<file path="src/rtl/result_window_accum_pkg.sv">
// Shared types and defaults for the result window accumulator.
package result_window_accum_pkg;

  localparam int unsigned DefDataW  = 53;
  localparam int unsigned DefWindow = 8;
  // Wide enough to hold a count of 256 (the largest supported window).
  localparam int unsigned CountW    = 9;

  typedef enum logic {
    Accum = 1'b0,
    Emit  = 1'b1
  } state_e;

endpackage

</file>
<file path="src/rtl/window_stat_reg.sv">
// Running sum / maximum / sample count for one window.
// The *_next outputs show the statistics including this cycle's accepted sample.
module window_stat_reg
  import result_window_accum_pkg::*;
#(
  parameter int unsigned DATA_W = DefDataW,
  parameter int unsigned SUM_W  = DefDataW + $clog2(DefWindow)
) (
  input  logic              clk,
  input  logic              rst_n,
  input  logic              clear,
  input  logic              accept,
  input  logic [DATA_W-1:0] data,
  output logic [SUM_W-1:0]  sum_next,
  output logic [DATA_W-1:0] max_next,
  output logic [CountW-1:0] count_next
);

  logic [SUM_W-1:0]  sum_q;
  logic [DATA_W-1:0] max_q;
  logic [CountW-1:0] count_q;

  always_comb begin
    sum_next   = sum_q;
    max_next   = max_q;
    count_next = count_q;
    if (accept) begin
      sum_next   = sum_q + SUM_W'(data);
      max_next   = (data > max_q) ? data : max_q;
      count_next = count_q + CountW'(1);
    end
  end

  always_ff @(posedge clk or negedge rst_n) begin
    if (!rst_n) begin
      sum_q   <= '0;
      max_q   <= '0;
      count_q <= '0;
    end else if (clear) begin
      sum_q   <= '0;
      max_q   <= '0;
      count_q <= '0;
    end else begin
      sum_q   <= sum_next;
      max_q   <= max_next;
      count_q <= count_next;
    end
  end

endmodule

</file>
<file path="src/rtl/result_window_accum.sv">
// Accumulates result words into fixed-size windows and emits sum/max/count
// summaries over a valid/ready handshake; flush closes a partial window early.
module result_window_accum
  import result_window_accum_pkg::*;
#(
  parameter int unsigned DATA_W = DefDataW,
  parameter int unsigned WINDOW = DefWindow,
  localparam int unsigned SUM_W = DATA_W + $clog2(WINDOW)
) (
  input  logic              clk,
  input  logic              rst_n,
  input  logic              in_valid,
  output logic              in_ready,
  input  logic [DATA_W-1:0] in_data,
  input  logic              flush,
  output logic              out_valid,
  input  logic              out_ready,
  output logic [SUM_W-1:0]  out_sum,
  output logic [DATA_W-1:0] out_max,
  output logic [CountW-1:0] out_count,
  output logic              out_partial
);

  state_e state_q, state_d;
  logic   ready_q;
  logic   accept;
  logic   load;
  logic   load_partial;
  logic   clear;

  logic [SUM_W-1:0]  sum_next;
  logic [DATA_W-1:0] max_next;
  logic [CountW-1:0] count_next;

  logic [SUM_W-1:0]  out_sum_q;
  logic [DATA_W-1:0] out_max_q;
  logic [CountW-1:0] out_count_q;
  logic              out_partial_q;

  // ready_q keeps in_ready low until the first edge after reset release.
  assign in_ready  = ready_q && (state_q == Accum);
  assign out_valid = (state_q == Emit);
  assign accept    = in_valid && in_ready;

  window_stat_reg #(
    .DATA_W (DATA_W),
    .SUM_W  (SUM_W)
  ) u_stat (
    .clk        (clk),
    .rst_n      (rst_n),
    .clear      (clear),
    .accept     (accept),
    .data       (in_data),
    .sum_next   (sum_next),
    .max_next   (max_next),
    .count_next (count_next)
  );

  always_comb begin
    state_d      = state_q;
    load         = 1'b0;
    load_partial = 1'b0;
    clear        = 1'b0;
    case (state_q)
      Accum: begin
        if (accept && (count_next == CountW'(WINDOW))) begin
          load    = 1'b1;
          state_d = Emit;
        end else if (flush && (count_next != '0)) begin
          // Includes a same-cycle accept; a full window was caught above.
          load         = 1'b1;
          load_partial = 1'b1;
          state_d      = Emit;
        end
      end
      Emit: begin
        if (out_ready) begin
          clear   = 1'b1;
          state_d = Accum;
        end
      end
      default: state_d = Accum;
    endcase
  end

  always_ff @(posedge clk or negedge rst_n) begin
    if (!rst_n) begin
      state_q       <= Accum;
      ready_q       <= 1'b0;
      out_sum_q     <= '0;
      out_max_q     <= '0;
      out_count_q   <= '0;
      out_partial_q <= 1'b0;
    end else begin
      state_q <= state_d;
      ready_q <= 1'b1;
      if (load) begin
        out_sum_q     <= sum_next;
        out_max_q     <= max_next;
        out_count_q   <= count_next;
        out_partial_q <= load_partial;
      end
    end
  end

  assign out_sum     = out_sum_q;
  assign out_max     = out_max_q;
  assign out_count   = out_count_q;
  assign out_partial = out_partial_q;

endmodule

</file>
<file path="config.mk">
export PLATFORM = sky130hd
export DESIGN_NAME = result_window_accum
export DESIGN_NICKNAME = d
export VERILOG_FILES = /design/src/rtl/result_window_accum_pkg.sv /design/src/rtl/window_stat_reg.sv /design/src/rtl/result_window_accum.sv
export SDC_FILE = /design/constraint.sdc
export NUM_CORES = 1
export LEC_CHECK = 0
export ABC_CLOCK_PERIOD_IN_PS = 2800
export CAP_MARGIN = 30
export CORE_ASPECT_RATIO = 0.8
export CORE_MARGIN = 4
export CORE_UTILIZATION = 51
export CTS_CLUSTER_DIAMETER = 150
export DETAILED_ROUTE_END_ITERATION = 6
export PLACE_DENSITY = 0.78
export SLEW_MARGIN = 20
export SYNTH_ARGS = -nofsm -noshare
export SYNTH_HDL_FRONTEND = slang
export SYNTH_SLANG_ARGS = --single-unit
</file>
<file path="constraint.sdc">
create_clock -name clk -period 2.8 [get_ports clk]
set_input_delay 0.56 -clock clk [delete_from_list [all_inputs] [get_ports clk]]
set_output_delay 0.56 -clock clk [all_outputs]
set_load 0.05 [all_outputs]
</file>
==> metrics <==
status=finished, violations left; failing checks=setup timing; Vias/cell=5.99; Final Hold Viols=0; RSZ-0062 raised after global routing=yes; Post-DP HPWL=30.4 mm; clk root buf=clkbuf_16; Final ANT Viol Nets=0; required time of the critical path=3210 ps; Leak=~0.0096 uW; syn nets=1686; commonest non-fill, non-tap cell in the layout=buf_4; GPL Wtd Cong=approximately 0.91; Arr. time, crit path=~3400 ps; I/O pin cnt=179; Post-synth ARST share=1.00; clock skew=20.7 ps; Fillers=1529; clock tree buffer depth=3; clk slew on worst S/H paths=60 ps; sequential area share after synthesis=0.435; DRT Pass-1 Iters=5; worst-margin pin slew=592 ps; chip width=191 um; ys flop type=dfrtp_1; number of library cell types mapped by synthesis=68; crit path time final=3020 ps; TNS Setup=-11100 ps; die area=29600 um^2; HP Class=in -> reg; Ys Warns=0; initial antenna violation count=0; Final period util=1.08; dpl cells=2223; largest net degree at the start of global routing=85; worst rel slew slack=0.605; start-to-end type of the worst setup path=in -> reg; Layout Cells excl Fill=2327; Std-Cell Core Area=about 26000 um^2; FMAX=about 0.33 GHz; total power=~24000 uW; global-route wire length before repair=around 72 mm; routed wire length=50.2 mm; Avg Inst Size Synth=around 9 um^2; max cap viols=0; Skew-Pair Late Insertion Delay=540 ps; PwrDens=1150 nW/um^2; VDD IR-drop max=815 uV; most frequent cells in the layout=buf_4, dfrtp_1, nor2_1; EDFF count, synth=0; Layout area overhead=52.9%; crit-path max cell delay=320 ps; nets@finish=2119; sequential cell area=5980 um^2; Cell Chain, Critical Path=dlygate4sd2_1 -> buf_4 -> ha_1 -> a21o_1 -> a21o_1 -> a21oi_1 -> o21ai_0 -> nand2_1 -> a31oi_4 -> o221ai_4 -> buf_12 -> buf_12 -> clkbuf_16 -> mux2i_4 -> o21ai_1; Syn Inst Count=1520; H-tree depth=1; total grt overflow=0; Max Slew Vio Count=0; DRC=0; starting density of the core=0.520; First DRT Iteration DRCs=1240; Final Util=0.796; slowest CP cell=dlygate4sd2_1; post-synthesis register bit count=approximately 240; crit-path max FO=8; die height=155 um; area taken by multi-input logic gates=8910 um^2; CP Launch Type=input port; wire per inst=21.6 um; Final Setup Violations=about 140; Antenna Cells=0; Rows=53; CTS tree=built; cts bufs inserted=25; CP endpoint kind=register; ratio of cells with drive above 1 in the final layout=0.308; port buffer count=178; Vias=13900; setup ws final=-225 ps; All-Layer GR Usage=0.300; Mapped Area=13700 um^2; Clock Sinks=between 200 and 250; vias in the first global route=13900
[critical path: cells and delay by family]
kind	cells	cell delay (ps)
mux	1	270
compound gates	7	1090
simple gates	1	180
buf+inv	5	1000
fa+ha+maj	1	310
[final timing paths]
| check | to | depth (start not counted) | slack [ps] | startpoint |
|---|---|---|---|---|
| setup / recovery | out_max[4] | 15 | -220 | in_data[6] |
| hold / removal | u_stat.max_q[45] | 3 | 440 | in_data[45] |
| setup reg to reg | out_sum[44] | 13 | -200 | u_stat.sum_q[0] |
| hold reg to reg | out_count[8] | 2 | 480 | out_count[8] |
| max in group asynchronous | out_valid | 3 | 1380 | rst_n |
| min in group asynchronous | u_stat.max_q[26] | 2 | 510 | rst_n |
[cells in the mapped netlist, types with 5 or more instances]
cell type	count	area [um^2]
a211oi_1	5	37.5
a21o_1	51	383
a21oi_1	114	571
a31oi_1	8	50.1
and2_1	5	31.3
buf_2	25	125
buf_6	5	56.3
clkbuf_1	43	161
dfrtp_1	239	5980
ha_1	107	1340
inv_1	69	259
mux2i_1	71	711
nand2_1	178	668
nand2b_1	10	62.6
nand3_1	17	85.1
nand4_1	33	206
nor2_1	197	739
nor2b_1	11	68.8
nor3_1	13	65.1
o211ai_1	7	52.6
o21a_1	7	52.6
o21ai_0	110	551
o21ai_1	53	265
o21bai_1	9	67.6
o31ai_1	8	60.1
xnor2_1	34	298
xor2_1	24	210
[metal layers]
layer	GRT usage	wire, um
met1	0.406	20000
met2	0.485	23600
met3	0.0704	4580
met4	0.0892	2040
met5	0	0
[sequential cells by signal, summed over array words and instances, names as in the netlist]
name            count
u_stat.sum_q       56
u_stat.max_q       53
out_valid           1
out_max            53
out_sum            56
out_count           9
ready_q             1
u_stat.count_q      9
out_partial         1
[what timing repair did]
action / CTS / global route
endpoints found under the setup margin: 173 / 194
pin swaps: 82 / 105
hold buffers: 1 / 0
buffers inserted: 26 / 25
hold endpoints to repair: 38 / 0
cloned: 6 / 10
gates resized for setup: 211 / 235
[metrics by stage]
| stage | worst slack (ps) | cell area (um^2) | hold WS, ps |
|---|---|---|---|
| 2_1_floorplan | -18.6 | 13900 | 264 |
| 3_3_place_gp | -982 | 17700 | 454 |
| 3_5_place_dp | -1050 | 17700 | 468 |
| 4_1_cts | -81.0 | 19600 | 481 |
| 5_1_grt | -349 | 21000 | 459 |
| 6_report | -225 | 21000 | 442 |
[layout make-up]
type | instances | share of cell area
multi-input combinational | 1133 | 0.424
sequential | 239 | 0.285
timing repair buffer | 485 | 0.221
clock buffer | 37 | 0.0334
tap | 357 | 0.0213
inverter | 69 | 0.0123
clock inverter | 7 | 0.00322
[where the power goes]
group | internal, uW | total [uW] | leakage [uW] | switching, uW
Sequential | 4630 | 5650 | 0.00320 | 1020
Clock | 1820 | 3260 | 0.000379 | 1440
Combinational | 6560 | 15100 | 0.00600 | 8570
Total | 13000 | 24000 | 0.00957 | 11000
[cells by family after synthesis]
kind of cell             count (synthesis)  synth area share
flip-flops                             239             0.435
adder cells (fa/ha/maj)                108            0.0989
multiplexers                            73            0.0537
buffers and inverters                  148            0.0468
AND/OR/NAND/NOR                        489             0.154
XOR/XNOR                                58            0.0370
AO/OA/AOI/OAI                          404             0.174
other                                    1          0.000273
Note: power is estimated with default switching activity, not from simulation.
